===== config.mk =====
export PLATFORM = sky130hd
export DESIGN_NAME = md_feed_decoder
export DESIGN_NICKNAME = d
export VERILOG_FILES = /design/src/rtl/md_feed_decoder.sv
export SDC_FILE = /design/constraint.sdc
export NUM_CORES = 1
export LEC_CHECK = 0
export BUFFER_PORTS_ARGS = -buffer_cell sky130_fd_sc_hd__buf_4
export CELL_PAD_IN_SITES_DETAIL_PLACEMENT = 0
export CELL_PAD_IN_SITES_GLOBAL_PLACEMENT = 1
export CORE_ASPECT_RATIO = 1.1
export CORE_MARGIN = 2
export CORE_UTILIZATION = 37
export DETAILED_ROUTE_END_ITERATION = 12
export PLACE_DENSITY_LB_ADDON = 0.3
export SYNTH_ARGS = -nofsm -noshare
export SYNTH_HDL_FRONTEND = slang
export SYNTH_SLANG_ARGS = --single-unit

===== constraint.sdc =====
create_clock -name clk -period 8.5 [get_ports clk]
set_input_delay 1.275 -clock clk [delete_from_list [all_inputs] [get_ports clk]]
set_output_delay 1.275 -clock clk [all_outputs]
set_load 0.005 [all_outputs]

===== src/rtl/md_feed_decoder.sv =====
// md_feed_decoder
//   Market-data feed decoder that sits behind rx_parser. It accepts packets
//   whose UDP destination port matches the configured feed port. It decodes
//   the first two payload words into one message, checks that feed sequence
//   numbers are contiguous, and keeps saturating accept/drop counters.
//
// Ports
//   clk, rst               system clock, asynchronous active-high reset
//   s_axis_t*              payload stream from rx_parser (tready is registered)
//   header_valid/udp_dport latched rx_parser header fields, sampled in IDLE only
//   cfg_dport/cfg_enable   feed port filter and global enable
//   msg_*                  decoded message, msg_valid is a one-cycle pulse
//   gap_*                  sequence gap report, pulses together with msg_valid
//   err_short              pulse when a matching packet ends after word 0
//   pkt_accept_cnt/drop    saturating 16-bit packet counters
module md_feed_decoder #(
    parameter int DATA_W = 64
) (
    input  logic              clk,
    input  logic              rst,
    input  logic [DATA_W-1:0] s_axis_tdata,
    input  logic              s_axis_tvalid,
    input  logic              s_axis_tlast,
    output logic              s_axis_tready,
    input  logic              header_valid,
    input  logic [15:0]       udp_dport,
    input  logic [15:0]       cfg_dport,
    input  logic              cfg_enable,
    output logic              msg_valid,
    output logic [31:0]       msg_seq,
    output logic [7:0]        msg_type,
    output logic [31:0]       msg_price,
    output logic [31:0]       msg_qty,
    output logic              gap_valid,
    output logic [31:0]       gap_expected,
    output logic [31:0]       gap_received,
    output logic              err_short,
    output logic [15:0]       pkt_accept_cnt,
    output logic [15:0]       pkt_drop_cnt
);

    typedef enum logic [2:0] {IDLE, W0, W1, DRAIN, DROP} state_t;

    state_t      state, state_next;
    logic        beat;
    logic        emit;        // W1 beat taken: message goes out next cycle
    logic        short_pkt;   // matching packet ended on word 0
    logic        drop_pkt;    // packet counted as dropped
    logic [31:0] seq_q;       // word 0 fields, held until word 1 arrives
    logic [7:0]  type_q;
    logic [31:0] expected_seq;
    logic        seq_init;    // first message after reset has no gap

    assign beat = s_axis_tvalid & s_axis_tready;

    // NOTE: every combinational output gets a default before the case
    // statement, so no path can leave one unassigned and infer a latch.
    always_comb begin
        state_next = state;
        emit       = 1'b0;
        short_pkt  = 1'b0;
        drop_pkt   = 1'b0;
        case (state)
            IDLE: begin
                // Filter inputs are only looked at here, so a packet keeps
                // its accept/drop decision even if cfg changes mid-packet.
                if (header_valid)
                    state_next = (cfg_enable && (udp_dport == cfg_dport)) ? W0 : DROP;
            end
            W0: begin
                if (beat) begin
                    if (s_axis_tlast) begin
                        short_pkt  = 1'b1;
                        drop_pkt   = 1'b1;
                        state_next = IDLE;
                    end else begin
                        state_next = W1;
                    end
                end
            end
            W1: begin
                if (beat) begin
                    emit       = 1'b1;
                    state_next = s_axis_tlast ? IDLE : DRAIN;
                end
            end
            DRAIN: begin
                if (beat && s_axis_tlast)
                    state_next = IDLE;
            end
            DROP: begin
                if (beat && s_axis_tlast) begin
                    drop_pkt   = 1'b1;
                    state_next = IDLE;
                end
            end
            default: state_next = IDLE;
        endcase
    end

    // NOTE: sequential state uses non-blocking assignments only, so every
    // flop samples the values from before the clock edge.
    always_ff @(posedge clk or posedge rst) begin
        if (rst) begin
            state         <= IDLE;
            s_axis_tready <= 1'b0;
        end else begin
            state         <= state_next;
            // tready follows the next state, so it is held low while the
            // decoder waits in IDLE for a header.
            s_axis_tready <= (state_next != IDLE);
        end
    end

    always_ff @(posedge clk or posedge rst) begin
        if (rst) begin
            seq_q          <= '0;
            type_q         <= '0;
            expected_seq   <= '0;
            seq_init       <= 1'b0;
            msg_valid      <= 1'b0;
            msg_seq        <= '0;
            msg_type       <= '0;
            msg_price      <= '0;
            msg_qty        <= '0;
            gap_valid      <= 1'b0;
            gap_expected   <= '0;
            gap_received   <= '0;
            err_short      <= 1'b0;
            pkt_accept_cnt <= '0;
            pkt_drop_cnt   <= '0;
        end else begin
            msg_valid <= emit;
            gap_valid <= 1'b0;
            err_short <= short_pkt;

            if (state == W0 && beat) begin
                seq_q  <= s_axis_tdata[63:32];
                type_q <= s_axis_tdata[31:24];
            end

            if (emit) begin
                msg_seq      <= seq_q;
                msg_type     <= type_q;
                msg_price    <= s_axis_tdata[63:32];
                msg_qty      <= s_axis_tdata[31:0];
                seq_init     <= 1'b1;
                expected_seq <= seq_q + 32'd1;   // wraps modulo 2^32
                if (seq_init && (seq_q != expected_seq)) begin
                    gap_valid    <= 1'b1;
                    gap_expected <= expected_seq;
                    gap_received <= seq_q;
                end
                if (pkt_accept_cnt != 16'hFFFF)
                    pkt_accept_cnt <= pkt_accept_cnt + 16'd1;
            end

            if (drop_pkt && (pkt_drop_cnt != 16'hFFFF))
                pkt_drop_cnt <= pkt_drop_cnt + 16'd1;
        end
    end

endmodule


## Word level (Yosys, flattened, before mapping)

Cells that the tools add are included.

| cells by class | value |
|---|---|
| eq/ne operators | 8 |
| bitwise gates (word level) | 1 |
| add/sub/neg operators | 3 |
| reductions and logical operators | 10 |
| multiplexer cells | 17 |

Operators by type and width:

| cell | number |
|---|---|
| 16-bit by 1-bit adder with 16-bit output (second input constant) | 2 |
| 32-bit by 1-bit adder with 32-bit output (second input constant) | 1 |
| 16-bit != test (second input constant) | 2 |
| 32-bit != test | 1 |
| 16-bit == test | 1 |
| 3-bit two-way mux | 5 |
| 3-bit one-hot mux with 4 select lines | 1 |
| 1-bit two-way mux | 8 |
| 3-bit by 2-bit == test with 1-bit output (second input constant) | 2 |
| 1-bit logical AND | 5 |
| 2-bit two-way mux | 2 |
| 2-bit AND reduction | 2 |
| 3-bit by 1-bit == test with 1-bit output (second input constant) | 1 |
| 3-bit == test (second input constant) | 1 |
| 3-bit logical NOT | 1 |
| 3-bit nonzero test | 1 |
| 1-bit one-hot mux with 2 select lines | 1 |
| 2-bit OR reduction | 1 |
| 1-bit bitwise AND | 1 |

| word-level totals | value |
|---|---|
| flip-flop bits (word level) | 280 |
| logic and storage cells | 56 |
| bits of input ports | 102 |
| output and inout port bits | 204 |

## Logic depth before layout (Yosys ltp)

Gate-level depths: netlist of run 1.

| logic depth | value |
|---|---|
| word-level depth | 6 |
| mapped depth | 9 |
| depth with buffers taken out | 6 |

## Worst setup path after synthesis of run 1

No wires, ideal clock.

| path | value |
|---|---|
| path kind | in2reg |
| from | input s_axis_tvalid |
| to | register gap_expected[0] |
| stages on the path | 9 |
| path slack | 5.839 ns |
| required time | 8.375 ns |
| setup time | 0.125 ns |
| data arrival time | 2.536 ns |
| buffers on the path | 3 |
| cells stage by stage | nand3b_4 -> or2_1 -> buf_2 -> inv_2 -> nand2_1 -> a21oi_2 -> buf_6 -> buf_6 -> mux2_4 |

| on the way | value |
|---|---|
| longest elaborated chain between the ends | 4 |

Ends and longest elaborated chain:

| item | line | RTL |
|---|---|---|
| start, declared | 22 | `input logic s_axis_tvalid,` |
| 1-bit bitwise AND | 54 | `assign beat = s_axis_tvalid & s_axis_tready;` |
| 1-bit two-way mux | 82 | `if (beat) begin` |
| 1-bit two-way mux | 63 | `case (state)` |
| 2-bit AND reduction (no line) | n/a |  |
| end signal, assigned | 151 | `gap_expected <= expected_seq;` |
| end, declared | 35 | `output logic [31:0] gap_expected,` |

No other way between the ends.
A chain may end at the register's enable or synchronous reset.

## Final worst setup path of run 1

| path | value |
|---|---|
| from | input s_axis_tvalid |
| to | register gap_expected[31] |

The elaborated chain is that of the path after synthesis.

==> run_results.csv, run 1 <==
group,metric,value,unit
run_status,status,"finished clean",
yosys,synth_area_leader_cell,"dfrtp_1",
clock_network,cts_buffer_depth,3,
routing,vias_per_cell,4.72,
yosys,ys_types,50,
timing,holdWs,0.464,ns
critical_path,slowest_stage,"buf_4",
critical_path,max_stage_delay,0.54,ns
clock_network,htreeDepth,1,
power,peakVddDrop,0.000161,V
placement,dp_slack,4.76,ns
critical_path,worstSetupEndpointType,"register",
flow_run,max_cap_viol_count,0,
global_routing,grt_max_degree,163,
global_routing,met2_usage,30.5,%
routing,drtAntennaViolNets,0,
clock_network,path_clk_slew,0.06,ns
yosys,synthesis.nets,1212,
critical_path,required,8.93,ns
critical_path,startpoint_type,"primary input",
worst_hold_path,worstHoldStart,"type_q[4]$_DFFE_PP0P_",
yosys,async_flop_share,100,%
global_routing,grtUsageTotal,18.3,%
critical_path,path_cells,"buf_4 -> nand3b_4 -> or2_4 -> inv_4 -> nand2_1 -> a21oi_4 -> buf_4 -> mux2_2",
worst_hold_path,min_to,"msg_type[4]$_DFFE_PP0P_",
clock_network,cts_buffers,30,
floorplanning,fp-row-count,69,
timing,rsz0062_at_grt,"no",
routing,drt_iter0_drc,501,
layout,drive_above_1_share,34.5,%
routing,wl_per_cell,17.0,µm
routing,totalWireLength,31200,µm
layout,areaGrowthSynthToFinish,30.5,%
timing,fmax,320,MHz
global_routing,grt_util_met3,5.18,%
floorplanning,dieWidth,177,µm
yosys,synth_ff_type,"dfrtp_1",
global_routing,antenna_found_initial,0,
clock_network,root_buffer,"clkbuf_16",
yosys,synth.area.top_cells,"dfrtp_1 58%, nand2_1 11%, mux2_4 6.1%",
power,p_per_area,188,nW/µm²
worst_hold_path,min_path_cells,2,
yosys,synthCells,1107,
global_routing,gr-total-overflow,0,
placement,hpwlAfterDp,21300,µm
layout,fillers,2975,
critical_path,crit-reg2reg-launch,"state[0]$_DFF_PP0_",
routing,drcViolationCount,0,
timing,drv_slew,0,
critical_path,rr_worst_depth,7,
floorplanning,core,32400,µm²
timing,timing.final.crit_share,36.8,%
placement,gp_congestion,0.780,
clock_network,post_cts_resized,0,
global_routing,grt_pass1_wl,50000,µm
clock_network,cts_setup_buffers,0,
timing,max-slew-margin-rel,10.4,%
timing,setup_ws,5.37,ns
clock_network,clock_latency,0.55,ns
yosys,synth-edff-count,0,
placement,port_buffers,305,
layout,layout_commonest_cell,"nand2_1",
critical_path,crit_top_cell,"buf_4",
routing,dr.pass1.iters,4,
yosys,synth.ff_latch_count,280,
global_routing,top_usage_layer,"met2",
global_routing,grt_pass1_vias,8653,
critical_path,cp_max_fo,59,
timing,hold_viol_final,0,
timing,min_period,3.13,ns
clock_network,cts_tree,"done",
floorplanning,dieArea,34300,µm²
power,p_leak,8.23,nW
floorplanning,initial_core_util,37.5,%
critical_path,path_class,"in2reg",
yosys,syn_avg_cell_area,11.0,µm²
clock_network,clock-sinks,280,
timing,clock_skew,0.0133,ns
timing,setup_tns,0,ns
yosys,ys_seq_area_share,57.6,%
placement,placed_area,14700,µm²
global_routing,grt_use_met1,23.9,%
timing,setup_viol,0,
yosys,yosys_warnings,0,
layout,final_cell_area,15900,µm²
layout,n_antenna_cell,0,
floorplanning,ios,306,
routing,num_vias,8663,
critical_path,r2r_end,"gap_expected[31]$_DFFE_PP0P_",
floorplanning,die_h,194,µm
clock_network,holdBufCountCts,0,
yosys,syn_area,12200,µm²
worst_hold_path,holdCritPathClass,"reg2reg",
yosys,synth_top_area_share,57.6,%
layout,final_cell_mix,"366 x nand2_1, 313 x buf_4, 280 x dfrtp_1, 65 x xnor2_1, 56 x mux2_2",
layout,nets,1490,
timing,worst_pin_slew,1.34,ns
critical_path,ff2ff_setup_slack,5.67,ns
critical_path,crit_arrival,3.55,ns
-- flip-flops by register name (all words and copies together), names as in the netlist --
name and flops:
gap_valid 1, msg_qty 32, pkt_accept_cnt 16, expected_seq 32
msg_seq 32, pkt_drop_cnt 16, seq_q 32, seq_init 1
gap_expected 32, type_q 8, msg_price 32, gap_received 32
msg_valid 1, state 3, s_axis_tready 1, err_short 1
msg_type 8
-- layer usage --
| metal | vias up | part of all wire [%] |
|---|---|---|
| met4 | 0 | 1.4 |
| met5 | - | 0 |
| met3 | 37 | 7.8 |
| li1 | 4186 | - |
| met2 | 245 | 48 |
| met1 | 4195 | 42 |
-- worst max-delay path, delay by kind of cell --
kind | cells | cell delay, ns
buffers and inverters | 3 | 1.13
AO/OA/AOI/OAI | 1 | 0.15
AND/OR/NAND/NOR | 3 | 0.54
multiplexers | 1 | 0.41
-- power breakdown --
group / internal [W] / switching (W) / leakage, nW
logic: 0.0000692 / 0.0000724 / 3.82
clock network: 0.000916 / 0.000559 / 0.530
registers: 0.00135 / 0.0000197 / 3.88
total: 0.00233 / 0.000651 / 8.23
-- metrics by stage --
step	cells	total power, W	util (%)
final	1835	0.00298	49.0
after global routing	1835	0.00310	49.0
after CTS	1835	0.00303	49.0
after detailed placement	1779	0.00154	45.5
after global placement	1779	0.00153	45.5
after floorplan	1107	0.00145	-
-- how the worst max path moves through the flow --
stage	start	endpoint	slack, ns
3_3_place_gp	s_axis_tvalid	pkt_accept_cnt[14]$_DFFE_PP0P_	4.77
3_5_place_dp	s_axis_tvalid	pkt_accept_cnt[1]$_DFFE_PP0P_	4.76
2_1_floorplan	rst	err_short$_DFF_PP0_	3.52
6_report	s_axis_tvalid	gap_expected[31]$_DFFE_PP0P_	5.37
5_1_grt	s_axis_tvalid	pkt_accept_cnt[14]$_DFFE_PP0P_	5.12
4_1_cts	s_axis_tvalid	pkt_accept_cnt[1]$_DFFE_PP0P_	5.35
-- Yosys cell counts (2+ instances only) --
library cell	number
nand2_1	366
nor3_1	7
buf_6	7
and4_1	9
xor2_1	42
nand2b_1	2
mux2_2	56
buf_2	27
mux2_4	49
dfrtp_1	280
xnor2_1	65
and2_1	5
inv_1	9
clkbuf_1	25
a31oi_1	2
clkbuf_2	2
a21oi_1	4
o21ai_0	33
nor4_2	2
buf_4	3
nand3_1	18
ha_1	3
nand4_1	36
nor2_1	14
buf_1	4
nor4_1	3
and3_1	11
-- area by class of cell --
| class | count | area [µm²] | area share, % |
|---|---|---|---|
| well taps | 426 | 533 | 3.36 |
| repair buffers | 314 | 2370 | 14.9 |
| inverters | 10 | 43.8 | 0.276 |
| clock buffers | 37 | 838 | 5.28 |
| multi-input cells | 749 | 4770 | 30.1 |
| flip-flops and latches | 280 | 7010 | 44.2 |
| clock inverters | 19 | 298 | 1.88 |
-- cell families (layout without fill, tap and decap cells) --
family	Yosys count	after routing	synth area share (%)
simple gates	484	484	17.4
compound gates	49	49	2.39
buf+inv	78	380	3.23
flops	280	280	57.6
fa+ha+maj	3	3	0.309
xor+xnor	107	107	7.71
mux	106	106	11.3
Power figures use the tool's default switching activity.
==> run 2: changes to the inputs <==
--- a/config.mk
+++ b/config.mk
@@ -5,12 +5,13 @@
 export SDC_FILE = /design/constraint.sdc
 export NUM_CORES = 1
 export LEC_CHECK = 0
+export ABC_AREA = 1
 export BUFFER_PORTS_ARGS = -buffer_cell sky130_fd_sc_hd__buf_4
 export CELL_PAD_IN_SITES_DETAIL_PLACEMENT = 0
 export CELL_PAD_IN_SITES_GLOBAL_PLACEMENT = 1
 export CORE_ASPECT_RATIO = 1.1
 export CORE_MARGIN = 2
-export CORE_UTILIZATION = 37
+export CORE_UTILIZATION = 39
 export DETAILED_ROUTE_END_ITERATION = 12
 export PLACE_DENSITY_LB_ADDON = 0.3
 export SYNTH_ARGS = -nofsm -noshare
==> constraint.sdc (replaced) <==
create_clock -name clk -period 2.99 [get_ports clk]
set_input_delay 0.4485 -clock clk [delete_from_list [all_inputs] [get_ports clk]]
set_output_delay 0.4485 -clock clk [all_outputs]
set_load 0.005 [all_outputs]
==> run 2 against run 1 <==
First-iteration DRC count is 9.4% higher; synthesized area is 1.5% higher; hold slack got worse by 0.38 ns; critical path depth grew 2; wire length grew 7.1%; die area shrank 3.6%; sequential share of layout area fell by 0.79 points; critical path type is now reg2reg; largest cell class unchanged; largest power group unchanged; highest routed layer unchanged.
==> run_results.csv, run 2 <==
group,metric,value,unit
run_status,status,"finished clean",
floorplanning,dieWidth,174,µm
yosys,synth_ff_type,"dfrtp_1",
global_routing,antenna_found_initial,0,
timing,rsz0062_at_grt,"no",
timing,min_period,2.31,ns
placement,hpwlAfterDp,24100,µm
clock_network,cts_buffer_depth,3,
clock_network,clock-sinks,280,
yosys,yosys_warnings,0,
clock_network,htreeDepth,1,
critical_path,required,3.47,ns
global_routing,grtUsageTotal,20.2,%
timing,worst_pin_slew,0.852,ns
clock_network,post_cts_resized,0,
power,p_leak,8.45,nW
clock_network,cts_buffers,31,
flow_run,max_cap_viol_count,0,
timing,holdWs,0.0876,ns
yosys,async_flop_share,100,%
yosys,ys_types,35,
worst_hold_path,min_path_cells,3,
yosys,yosysMostFrequentCell,"nand2_1",
critical_path,crit_arrival,2.79,ns
placement,dp_cells,2142,
placement,dp_slack,0.618,ns
critical_path,rr_worst_depth,10,
global_routing,grt_pass1_vias,10000,
yosys,synth_top_area_share,56.8,%
timing,setup_tns,0,ns
placement,port_buffers,305,
critical_path,cp_max_fo,41,
clock_network,clock_latency,0.57,ns
critical_path,worstSetupEndpointType,"register",
yosys,synth_common_cells,"510 x nand2_1, 280 x dfrtp_1, 159 x inv_1, 137 x o21ai_0",
worst_hold_path,holdCritPathClass,"in2reg",
layout,nets,1861,
timing,timing.final.crit_share,77.4,%
layout,layout_commonest_cell,"nand2_1",
floorplanning,core,31300,µm²
layout,final-instance-count-excl-fill,2196,
timing,setup_viol,0,
yosys,synth-edff-count,0,
layout,n_antenna_cell,0,
clock_network,cts_tree,"done",
global_routing,grt_pass1_wl,54000,µm
floorplanning,ios,306,
yosys,synthesis.nets,1561,
routing,drtAntennaViolNets,0,
floorplanning,dieArea,33100,µm²
timing,fmax,432,MHz
power,p_per_area,511,nW/µm²
routing,totalWireLength,33500,µm
layout,drive_above_1_share,22.6,%
power,p_total,0.00825,W
global_routing,grt_max_degree,189,
floorplanning,die_h,191,µm
critical_path,startpoint_type,"register",
layout,areaGrowthSynthToFinish,30.9,%
layout,final_cell_mix,"510 x nand2_1, 311 x buf_4, 280 x dfrtp_1, 158 x inv_1, 137 x o21ai_0",
clock_network,root_buffer,"clkbuf_16",
routing,wl_per_cell,15.2,µm
timing,clock_skew,0.0137,ns
routing,num_vias,10300,
floorplanning,initial_core_util,39.4,%
yosys,syn_area,12300,µm²
routing,vias_per_cell,4.67,
timing,drv_slew,0,
routing,drcViolationCount,0,
critical_path,path_class,"reg2reg",
yosys,synth_area_leader_cell,"dfrtp_1",
yosys,synth.area.top_cells,"dfrtp_1 57%, nand2_1 16%, o21ai_0 5.6%",
clock_network,path_clk_slew,0.06,ns
timing,hold_viol_final,0,
yosys,syn_avg_cell_area,8.47,µm²
floorplanning,fp-row-count,68,
placement,gp_congestion,0.836,
yosys,synthCells,1456,
timing,setup_ws,0.676,ns
yosys,ys_seq_area_share,56.8,%
routing,drt_iter0_drc,548,
routing,dr.pass1.iters,5,
global_routing,gr-total-overflow,0,
power,peakVddDrop,0.000365,V
yosys,synth.ff_latch_count,280,
timing,max-slew-margin-rel,43.2,%
## run 2: cell types whose count changed after synthesis, sizes merged, moves of 21 or more
cell	before	now
nand4	36	15
nand2	366	514
o21ai	33	167
mux2	106	0
nor2	14	75
nand3	19	67
xnor2	65	30
inv	10	170
## run 2: cell type report
cell class                      count  area (µm²)
Sequential cell                   280        7010
Multi-Input combinational cell    952        4430
Tap cell                          420         526
Clock inverter                     13         205
Clock buffer                       40         830
Inverter                          171         651
Fill cell                        3101       15200
Timing Repair Buffer              320        2500
## run 2: path summary, 6_finish.rpt
kind	startpoint	endpoint	slack, ns
setup / recovery	seq_q[0]$_DFFE_PP0P_	gap_expected[17]$_DFFE_PP0P_	0.68
hold / removal	s_axis_tdata[8]	msg_qty[8]$_DFFE_PP0P_	0.09
setup reg to reg	seq_q[0]$_DFFE_PP0P_	gap_expected[17]$_DFFE_PP0P_	0.68
hold reg to reg	msg_qty[23]$_DFFE_PP0P_	msg_qty[23]$_DFFE_PP0P_	0.47
max in group asynchronous	rst	msg_qty[31]$_DFFE_PP0P_	1.60
min in group asynchronous	rst	msg_seq[14]$_DFFE_PP0P_	0.50
## run 2: cell families (layout without fill, tap and decap cells)
| kind of cell | Yosys count | count (layout) | synth area share, % |
|---|---|---|---|
| fa+ha+maj | 3 | 3 | 0.304 |
| xor+xnor | 54 | 54 | 3.83 |
| compound gates | 192 | 192 | 8.50 |
| flops | 280 | 280 | 56.8 |
| buf+inv | 224 | 544 | 7.37 |
| simple gates | 703 | 703 | 23.2 |
## run 2: stage by stage
stage / util [%] / instance area (µm²)
final: 51.6 / 16200
after global routing: 51.6 / 16200
after CTS: 51.6 / 16200
after detailed placement: 48.2 / 15100
after global placement: 48.2 / 15100
after floorplan: - / 12300
## run 2: critical path: stages (launching register included)
cell and delay [ns]:
dfrtp_1 0.45, xnor2_1 0.35, nand2_1 0.13, nor2_1 0.11
nand2_1 0.08, nor2_2 0.11, nand2_2 0.14, nand2_4 0.39
buf_4 0.31, nand2_1 0.08, o21ai_0 0.08
## run 2: where the power goes
| part | switching, W | internal, W |
|---|---|---|
| Sequential | 0.0000458 | 0.00384 |
| Combinational | 0.000247 | 0.000209 |
| Clock | 0.00153 | 0.00238 |
| Total | 0.00183 | 0.00643 |
## run 2: repair_timing
action / CTS / global route
endpoints found under the hold margin: 12 / 0
buffers inserted: 0 / 0
hold buffers: 1 / 0
## run 2: per-layer routing
metal  GRT usage (%)  wire length [µm]  part of all wire [%]
met1            27.1             15000                    45
met2            33.9             15800                    47
met3            4.55              2220                   6.6
met4            3.98               476                   1.4
met5               0                 0                     0
